===== config.mk =====
export PLATFORM = sky130hd
export DESIGN_NAME = stepper_step_gen
export DESIGN_NICKNAME = d
export VERILOG_FILES = /design/src/rtl/stepper_step_gen_pkg.sv /design/src/rtl/stepper_step_gen_step_channel.sv /design/src/rtl/stepper_step_gen.sv
export SDC_FILE = /design/constraint.sdc
export NUM_CORES = 1
export LEC_CHECK = 0
export BUFFER_PORTS_ARGS = -buffer_cell sky130_fd_sc_hd__buf_4
export CORE_AREA = 2 2 244 246
export CTS_CLUSTER_SIZE = 20
export DETAILED_ROUTE_END_ITERATION = 16
export DIE_AREA = 0 0 246 248
export GPL_ROUTABILITY_DRIVEN = 0
export GPL_TIMING_DRIVEN = 0
export PLACE_DENSITY = 0.65
export SLEW_MARGIN = 30
export SYNTH_ARGS = -nofsm -noshare
export SYNTH_HDL_FRONTEND = slang
export SYNTH_SLANG_ARGS = --single-unit

===== constraint.sdc =====
create_clock -name clk -period 7.06 [get_ports clk]
set_clock_uncertainty 0.05 [all_clocks]
set_input_delay 1.412 -clock clk [delete_from_list [all_inputs] [get_ports clk]]
set_output_delay 1.412 -clock clk [all_outputs]
set_load 0.005 [all_outputs]

===== src/rtl/stepper_step_gen_pkg.sv =====
// Shared definitions for the stepper step generator: FSM encodings and fixed constants.
package stepper_step_gen_pkg;

    localparam logic [1:0] ST_IDLE  = 2'd0;
    localparam logic [1:0] ST_SETUP = 2'd1;
    localparam logic [1:0] ST_HIGH  = 2'd2;
    localparam logic [1:0] ST_LOW   = 2'd3;

    localparam int   MIN_PERIOD = 2;
    localparam logic DIR_FWD    = 1'b1;

endpackage


===== src/rtl/stepper_step_gen_step_channel.sv =====
// One step/direction channel: move FSM, phase counter, step counter.
// Optional signed position counter when POSITION_COUNTER_EN is defined.
module step_channel
    import stepper_step_gen_pkg::*;
#(
    parameter int PERIOD_W = 32,
    parameter int STEPS_W  = 16,
    parameter int POS_W    = 32
) (
    input  logic                clk,
    input  logic                reset_reset_n,
    input  logic                i_start,
    input  logic [PERIOD_W-1:0] i_period,
    input  logic [STEPS_W-1:0]  i_steps,
    input  logic                i_dir,
    input  logic                i_abort,
    output logic                o_step,
    output logic                o_dir,
    output logic                o_busy,
    output logic                o_done
`ifdef POSITION_COUNTER_EN
    ,
    output logic [POS_W-1:0]    o_position
`endif
);

    logic [1:0]          r_state;
    logic [PERIOD_W-1:0] r_period;
    logic [PERIOD_W-1:0] r_cnt;
    logic [STEPS_W-1:0]  r_left;
    logic                r_dir;
    logic                r_done;

    logic [PERIOD_W-1:0] w_period;
    logic [PERIOD_W-1:0] w_half;

    assign w_period = (i_period < PERIOD_W'(MIN_PERIOD)) ? PERIOD_W'(MIN_PERIOD) : i_period;
    assign w_half   = r_period >> 1;

    // Abort overrides whatever transition the FSM would otherwise take.
    always_ff @(posedge clk or negedge reset_reset_n) begin
        if (!reset_reset_n) begin
            r_state  <= ST_IDLE;
            r_period <= '0;
            r_cnt    <= '0;
            r_left   <= '0;
            r_dir    <= 1'b0;
            r_done   <= 1'b0;
        end else begin
            r_done <= 1'b0;
            case (r_state)
                ST_IDLE: begin
                    if (i_start) begin
                        r_state  <= ST_SETUP;
                        r_period <= w_period;
                        r_left   <= i_steps;
                        r_dir    <= i_dir;
                    end
                end
                ST_SETUP: begin
                    if (r_left == '0) begin
                        r_state <= ST_IDLE;
                        r_done  <= 1'b1;
                    end else begin
                        r_state <= ST_HIGH;
                        r_cnt   <= w_half;
                    end
                end
                ST_HIGH: begin
                    if (r_cnt == PERIOD_W'(1)) begin
                        r_state <= ST_LOW;
                        r_cnt   <= r_period - w_half;
                    end else begin
                        r_cnt <= r_cnt - PERIOD_W'(1);
                    end
                end
                ST_LOW: begin
                    if (r_cnt == PERIOD_W'(1)) begin
                        r_left <= r_left - STEPS_W'(1);
                        if (r_left == STEPS_W'(1)) begin
                            r_state <= ST_IDLE;
                            r_done  <= 1'b1;
                        end else begin
                            r_state <= ST_HIGH;
                            r_cnt   <= w_half;
                        end
                    end else begin
                        r_cnt <= r_cnt - PERIOD_W'(1);
                    end
                end
                default: r_state <= ST_IDLE;
            endcase
            if (r_state != ST_IDLE && i_abort) begin
                r_state <= ST_IDLE;
                r_done  <= 1'b1;
            end
        end
    end

    assign o_step = (r_state == ST_HIGH);
    assign o_busy = (r_state != ST_IDLE);
    assign o_dir  = r_dir;
    assign o_done = r_done;

`ifdef POSITION_COUNTER_EN
    logic [POS_W-1:0] r_pos;
    logic             w_step_rise;

    // A step rises on exactly the edges that move the FSM into HIGH.
    assign w_step_rise = !i_abort &&
                         ((r_state == ST_SETUP && r_left != '0) ||
                          (r_state == ST_LOW && r_cnt == PERIOD_W'(1) && r_left != STEPS_W'(1)));

    always_ff @(posedge clk or negedge reset_reset_n) begin
        if (!reset_reset_n) begin
            r_pos <= '0;
        end else if (w_step_rise) begin
            r_pos <= (r_dir == DIR_FWD) ? r_pos + POS_W'(1) : r_pos - POS_W'(1);
        end
    end

    assign o_position = r_pos;
`endif

endmodule


===== src/rtl/stepper_step_gen.sv =====
// Multi-channel stepper step/direction generator: command decode and ready mux over step_channel.
// Define POSITION_COUNTER_EN to add the per-channel signed position output.
module stepper_step_gen
    import stepper_step_gen_pkg::*;
#(
    parameter int  NUM_CH   = 4,
    parameter int  PERIOD_W = 32,
    parameter int  STEPS_W  = 16,
    parameter int  POS_W    = 32,
    localparam int CH_W     = (NUM_CH > 1) ? $clog2(NUM_CH) : 1
) (
    input  logic                     clk,
    input  logic                     reset_reset_n,
    input  logic                     cmd_valid,
    output logic                     cmd_ready,
    input  logic [CH_W-1:0]          cmd_chan,
    input  logic [PERIOD_W-1:0]      cmd_period,
    input  logic [STEPS_W-1:0]       cmd_steps,
    input  logic                     cmd_dir,
    input  logic [NUM_CH-1:0]        abort,
    output logic [NUM_CH-1:0]        step,
    output logic [NUM_CH-1:0]        dir,
    output logic [NUM_CH-1:0]        busy,
    output logic [NUM_CH-1:0]        done
`ifdef POSITION_COUNTER_EN
    ,
    output logic [NUM_CH*POS_W-1:0]  position
`endif
);

    logic [NUM_CH-1:0] w_accept;
    logic              w_sel_idle;
    logic              w_sel_abort;
    logic              w_chan_ok;

    // Out-of-range channel numbers select nothing, so they never look ready.
    always_comb begin
        w_sel_idle  = 1'b0;
        w_sel_abort = 1'b0;
        for (int i = 0; i < NUM_CH; i++) begin
            if (cmd_chan == CH_W'(i)) begin
                w_sel_idle  = !busy[i];
                w_sel_abort = abort[i];
            end
        end
    end

    assign w_chan_ok = (32'(cmd_chan) < 32'(NUM_CH));
    assign cmd_ready = w_chan_ok && w_sel_idle && !w_sel_abort;

    for (genvar g = 0; g < NUM_CH; g++) begin : g_ch
        assign w_accept[g] = cmd_valid && cmd_ready && (cmd_chan == CH_W'(g));

        step_channel #(
            .PERIOD_W (PERIOD_W),
            .STEPS_W  (STEPS_W),
            .POS_W    (POS_W)
        ) u_ch (
            .clk           (clk),
            .reset_reset_n (reset_reset_n),
            .i_start       (w_accept[g]),
            .i_period      (cmd_period),
            .i_steps       (cmd_steps),
            .i_dir         (cmd_dir),
            .i_abort       (abort[g]),
            .o_step        (step[g]),
            .o_dir         (dir[g]),
            .o_busy        (busy[g]),
            .o_done        (done[g])
`ifdef POSITION_COUNTER_EN
            ,
            .o_position    (position[g*POS_W +: POS_W])
`endif
        );
    end

endmodule


==> results_dict.tcl, run 1 <==
set metrics [dict create \
    vdd_drop_max_mv 0.265 \
    setup_viol 0 \
    worst-path-max-fanout 6 \
    min_period_over_period_pct 61.5 \
    clk_latency_ns 0.60 \
    hpwl_mm 64.8 \
    gr-usage-all-layers_pct 29.3 \
    clock-root-buffer "clkbuf_16" \
    grt_max_degree 79 \
    synth_area_per_cell_um2 7.88 \
    synth_cells 3310 \
    end_kind "register" \
    cts_inserted_buffers 43 \
    rows 89 \
    grt.overflow.total 0 \
    post-route-util_pct 49.9 \
    synthFlopType "dfrtp_1" \
    p_leak_nw 12.3 \
    die_w_um 246 \
    setup_tns_ns 0 \
    min_path_cells 2 \
    port_buffers 73 \
    drv_slew 0 \
    num_vias 25900 \
    netlist_top_cells_count "o21ai_0 (418), nand2_1 (366), dfrtp_1 (336), a21oi_1 (303), nor2_1 (241)" \
    dp.cells 4160 \
    drt-pass1-iter-count 6 \
    cts_hold_buffers 0 \
    hold_viol_final 0 \
    dieArea_um2 61000 \
    worstMarginPinSlew_ns 0.919 \
    grt_pass1_wl_mm 140 \
    synth_top_area_cell "dfrtp_1" \
    register_area_um2 8410 \
    ys_ff_latch 336 \
    synth.most_common_cell "o21ai_0" \
    grt_antenna_before_repair 2 \
    yosysWarningCount 0 \
    required_ns 7.51 \
    yosysUniqueCellTypes 92 \
    drc 0 \
    wire_per_inst_um 21.3 \
    fp.dieH_um 248 \
    max_freq_mhz 230 \
    htreeDepth 2 \
    drive_above_1_share_pct 7.59 \
    synth_fp_nets 3534 \
    num-fill-cells 5775 \
    netlist_area_um2 26100 \
    ios 75 \
    start_util_pct 44.6 \
    synth_edf_count 0 \
    cts_sinks 336 \
    multi_input_area_um2 16200 \
    postRouteWirelength_mm 90.1 \
    cts_setup_buffers 0 \
    viasPerCell 6.11 \
    arrival_ns 4.80 \
    postCtsResizedCells 0 \
    slew_headroom_pct 38.5 \
    start_kind "register" \
    rsz0062_at_grt "false" \
    drt-initial-drc-count 2443 \
    fin_cells 4237 \
    cts_buffer_depth 3 \
    cts_tree "built" \
    nNetsFinal 3656 \
    criticalPathCategory "reg2reg" \
    coreArea_um2 58500 \
    seq_area_frac_synth_pct 32.2 \
    ant_nets 0 \
    synthArstFlopShare_pct 100 \
    synth_top_area_share_pct 32.2 \
    finalCriticalPeriod_ns 4.34 \
    r2r_cells 14 \
    status "complete, no violations" \
    min_path_type "reg2reg" \
    powerDensity_nw_per_um2 579 \
    maxCapViolations 0 \
    syn2layout_area_growth_pct 11.8 \
    synth_area_leaders "dfrtp_1 (32%), o21ai_0 (8.0%), ha_1 (7.8%)" \
    clkTransAtPathRegs_ns 0.06 \
    grt_pass1_vias 24100 \
]
[flip-flops by register name, indices dropped and copies added, names as in the netlist]
name                count
g_ch.u_ch.r_cnt       128
g_ch.u_ch.r_period    128
g_ch.u_ch.r_left       64
g_ch.u_ch.r_state       8
g_ch.u_ch.o_dir         4
g_ch.u_ch.o_done        4
[placed cells by master (no fill, tap or decap), drive strengths merged, types with 32 or more instances in the layout]
master  count
a21o       77
a21oi     303
a31oi      39
buf       125
clkbuf    186
dfrtp     336
ha        162
inv       208
mux2       32
nand2     367
nand3      91
nor2      243
nor3       85
nor4       53
o21ai     429
o22ai      71
xnor2      92
xor2       60
[where the power goes]
part	switching [mW]	internal, mW	leakage, nW	total [mW]
logic	6.17	4.36	7.64	10.5
clock network	0.936	1.35	0.695	2.29
registers	1.16	2.91	3.99	4.07
total	8.26	8.63	12.3	16.9
[routing by layer]
| metal | track usage [%] | wire length (um) |
|---|---|---|
| met4 | 12.4 | 3720 |
| met2 | 44.8 | 39100 |
| met1 | 40.8 | 39800 |
| met3 | 4.95 | 7530 |
| met5 | 0 | 0 |
[logic make-up (layout without fill, tap and decap cells)]
kind of cell	Yosys count	in the layout	share of synthesized area [%]
mux	43	43	1.80
buf+inv	376	529	5.89
simple gates	1040	1040	18.9
compound gates	1197	1197	28.0
xor+xnor	152	152	5.10
other cells	0	1	0
flops	336	336	32.2
fa+ha+maj	166	166	8.08
[worst max-delay path, stage by stage, from the launching register on]
cell,delay (ns)
dfrtp_1,0.52
ha_1,0.22
inv_1,0.05
fa_1,0.42
a211o_1,0.32
a211oi_1,0.33
o311ai_0,0.33
o21ai_0,0.54
o31ai_1,0.17
a21oi_1,0.32
o21ai_0,0.28
a31oi_1,0.27
xnor2_1,0.15
a31oi_1,0.10
o21ai_0,0.17
[final timing paths]
kind / start / to / slack (ns)
min reg2reg: g_ch[0].u_ch.r_period[0]$_DFFE_PN0P_ / g_ch[0].u_ch.r_period[0]$_DFFE_PN0P_ / 0.44
max: g_ch[3].u_ch.r_period[1]$_DFFE_PN0P_ / g_ch[3].u_ch.r_cnt[24]$_DFFE_PN0P_ / 2.72
max in group asynchronous: reset_reset_n / g_ch[2].u_ch.r_period[19]$_DFFE_PN0P_ / 5.02
max reg2reg: g_ch[3].u_ch.r_period[1]$_DFFE_PN0P_ / g_ch[3].u_ch.r_cnt[24]$_DFFE_PN0P_ / 2.72
min: g_ch[0].u_ch.r_period[0]$_DFFE_PN0P_ / g_ch[0].u_ch.r_period[0]$_DFFE_PN0P_ / 0.44
min in group asynchronous: reset_reset_n / g_ch[0].u_ch.r_period[10]$_DFFE_PN0P_ / 0.69
[stage by stage]
stage | hold slack, ns | area (um2) | power, mW | setup slack, ns
finish | 0.438 | 29200 | 16.9 | 2.72
global route | 0.477 | 29200 | 18.4 | 2.29
CTS | 0.438 | 29200 | 16.7 | 2.75
detailed placement | 0.426 | 27700 | 14.4 | 2.57
global placement | 0.412 | 27600 | 14.3 | 1.04
floorplan | 0.397 | 26100 | 11.8 | 3.58
[final cells by class]
cell class	instances	share of cell area [%]
inverter	207	2.66
clock inverter	11	0.489
clock buffer	65	4.39
timing repair buffer	77	2.28
multi-input combinational	2598	55.4
tap	773	3.32
sequential	336	28.8
antenna	1	0.00858
buffer	169	2.60
Power figures use the tool's default switching activity.
==> run 2: changes to the inputs <==
- clock period: 7.06 -> 4 ns (I/O delays scaled with it)
==> run 2 against run 1 <==
  * Worst setup slack worse by 2.5 ns
  * Design area increased by 0.41%
  * Worst hold slack lost 0.34 ns
  * Sequential power rose by 76%
  * Largest power group unchanged
  * Register-to-register slack worse by 2.5 ns
==> results_dict.tcl, run 2 (synthesis gave the netlist of run 1 again) <==
set metrics [dict create \
    clk_latency_ns 0.59 \
    clock-root-buffer "clkbuf_16" \
    mostFrequentLayoutCell "o21ai_0" \
    r2r_cells 11 \
    dp.cells 4160 \
    post_dp_cell_area_um2 27700 \
    p_seq_share_pct 23.9 \
    grt_pass1_vias 24200 \
    vdd_drop_max_mv 0.467 \
    required_ns 4.41 \
    clkTransAtPathRegs_ns 0.06 \
    dieArea_um2 61000 \
    ant_nets 0 \
    status "complete, no violations" \
    gr-usage-all-layers_pct 29.3 \
    setup_tns_ns 0 \
    finalCriticalPeriod_ns 3.81 \
    postRouteWirelength_mm 90.2 \
    fin_total_pwr_mw 30.0 \
    max_freq_mhz 262 \
    slew_headroom_pct 39.1 \
    maxCapViolations 0 \
    htreeDepth 2 \
    p_leak_nw 12.4 \
    hold_viol_final 0 \
    cts_tree "built" \
    post-route-util_pct 50.1 \
    rr_startpoint "g_ch[1].u_ch.r_cnt[10]$_DFFE_PN0P_" \
    num-fill-cells 5769 \
    pwr-share-clk_pct 13.5 \
    mostFrequentLayoutCells "o21ai_0 (415), nand2_1 (366), dfrtp_1 (336), a21oi_1 (302), nor2_1 (241)" \
    cp-endpoint "g_ch[1].u_ch.r_cnt[30]$_DFFE_PN0P_" \
    worst-r2r-setup-slack_ns 0.19 \
    p_int_mw 15.3 \
    fin_cells 4242 \
    drt-initial-drc-count 2597 \
    wire_per_inst_um 21.3 \
    die_w_um 246 \
    powerDensity_nw_per_um2 1020 \
    cts_buffer_depth 3 \
    fp.dieH_um 248 \
    top_regs "g_ch.u_ch.r_cnt (128), g_ch.u_ch.r_period (128), g_ch.u_ch.r_left (64)" \
    setup_viol 0 \
    drv_slew 0 \
    drive_above_1_share_pct 8.13 \
    r2r-end "g_ch[1].u_ch.r_cnt[30]$_DFFE_PN0P_" \
    setup.worst_path.start "g_ch[1].u_ch.r_cnt[10]$_DFFE_PN0P_" \
    hpwl_mm 64.8 \
    grt.overflow.total 0 \
    pwr-share-comb_pct 62.6 \
    swShare_pct 49.0 \
    coreArea_um2 58500 \
    cts_inserted_buffers 43 \
    drc 0 \
    power_switching_mw 14.7 \
    start_util_pct 44.6 \
    grt_antenna_before_repair 2 \
    worst-path-max-fanout 10 \
    rsz0062_at_grt "false" \
    min_period_over_period_pct 95.3 \
    min_path_type "in2async" \
    port_buffers 73 \
    grt_max_degree 79 \
    viasPerCell 6.11 \
    stdcell_area_um2 29300 \
    drt-pass1-iter-count 6 \
    cts_sinks 336 \
    ios 75 \
    rows 89 \
    arrival_ns 4.22 \
    cts_hold_buffers 0 \
    start_kind "register" \
    num_vias 25900 \
    criticalPathCategory "reg2reg" \
    worstMarginPinSlew_ns 0.910 \
    syn2layout_area_growth_pct 12.2 \
    end_kind "register" \
    grt_pass1_wl_mm 140 \
    nNetsFinal 3661 \
]
run 2: cell types whose count changed in the layout (fill, tap and decap cells not counted), moves of 2 or more:
cell | before | now
buf_4 | 91 | 96
o311ai_0 | 4 | 2
a211oi_1 | 30 | 28
o21ai_0 | 418 | 415
clkbuf_2 | 0 | 3
o21ai_1 | 11 | 13
clkbuf_1 | 131 | 128
a211oi_2 | 0 | 2
run 2: worst min path at each step:
stage                                    startpoint                               endpoint  slack (ns)  depth (start not counted)
2_1_floorplan        g_ch[1].u_ch.o_dir$_DFFE_PN0P_         g_ch[1].u_ch.o_dir$_DFFE_PN0P_        0.40                          2
3_3_place_gp         g_ch[3].u_ch.o_dir$_DFFE_PN0P_         g_ch[3].u_ch.o_dir$_DFFE_PN0P_        0.41                          2
4_1_cts                               reset_reset_n  g_ch[0].u_ch.r_period[10]$_DFFE_PN0P_        0.12                          1
6_report                              reset_reset_n  g_ch[0].u_ch.r_period[10]$_DFFE_PN0P_        0.09                          1
5_1_grt                               reset_reset_n  g_ch[0].u_ch.r_period[10]$_DFFE_PN0P_        0.14                          1
3_5_place_dp   g_ch[0].u_ch.r_period[0]$_DFFE_PN0P_   g_ch[0].u_ch.r_period[0]$_DFFE_PN0P_        0.43                          2
run 2: per-layer routing:
| layer | up-vias | routed length (um) | GRT usage, % |
|---|---|---|---|
| met1 | 12400 | 39700 | 40.8 |
| met2 | 1010 | 39300 | 44.9 |
| li1 | 12300 | - | - |
| met3 | 198 | 7500 | 4.93 |
| met5 | - | 0 | 0 |
| met4 | 0 | 3710 | 12.3 |
run 2: cell type report:
class	count	area (um2)	area share, %
tap	773	967	3.30
timing repair buffer	82	703	2.40
multi-input combinational	2598	16200	55.5
clock inverter	11	143	0.487
sequential	336	8410	28.7
clock buffer	65	1280	4.37
buffer	169	763	2.61
antenna	1	2.50	0.00855
inverter	207	777	2.65
run 2: metrics by stage:
| step | hold slack, ns | setup WS (ns) |
|---|---|---|
| after floorplan | 0.397 | 0.636 |
| after detailed placement | 0.426 | -0.267 |
| after global routing | 0.144 | 0.0265 |
| after CTS | 0.118 | 0.00664 |
| final | 0.0931 | 0.189 |
| after global placement | 0.412 | -1.41 |
run 2: power by group through the flow:
stage	Clock [mW]	Sequential, mW	Combinational [mW]
finish	4.04	7.18	18.8
CTS	4.09	7.12	18.4
detailed placement	0	7.14	18.2
floorplan	0	6.53	14.2
global placement	0	7.13	18.0
global route	4.23	7.43	20.9
run 2: worst max-delay path, stage by stage (launching register included):
cell	delay [ns]
dfrtp_1	0.39
or4_1	0.62
or4_4	0.49
nor4_4	0.23
nand4_1	0.16
or2_1	0.24
buf_2	0.19
buf_1	0.31
nor2_2	0.41
nand2_1	0.19
a2111o_1	0.32
o311ai_1	0.09
run 2: repair_timing:
action	in CTS	in global routing
endpoints found under the setup margin	7	56
pin swaps	1	1
buffers inserted	1	4
gates resized for setup	3	21
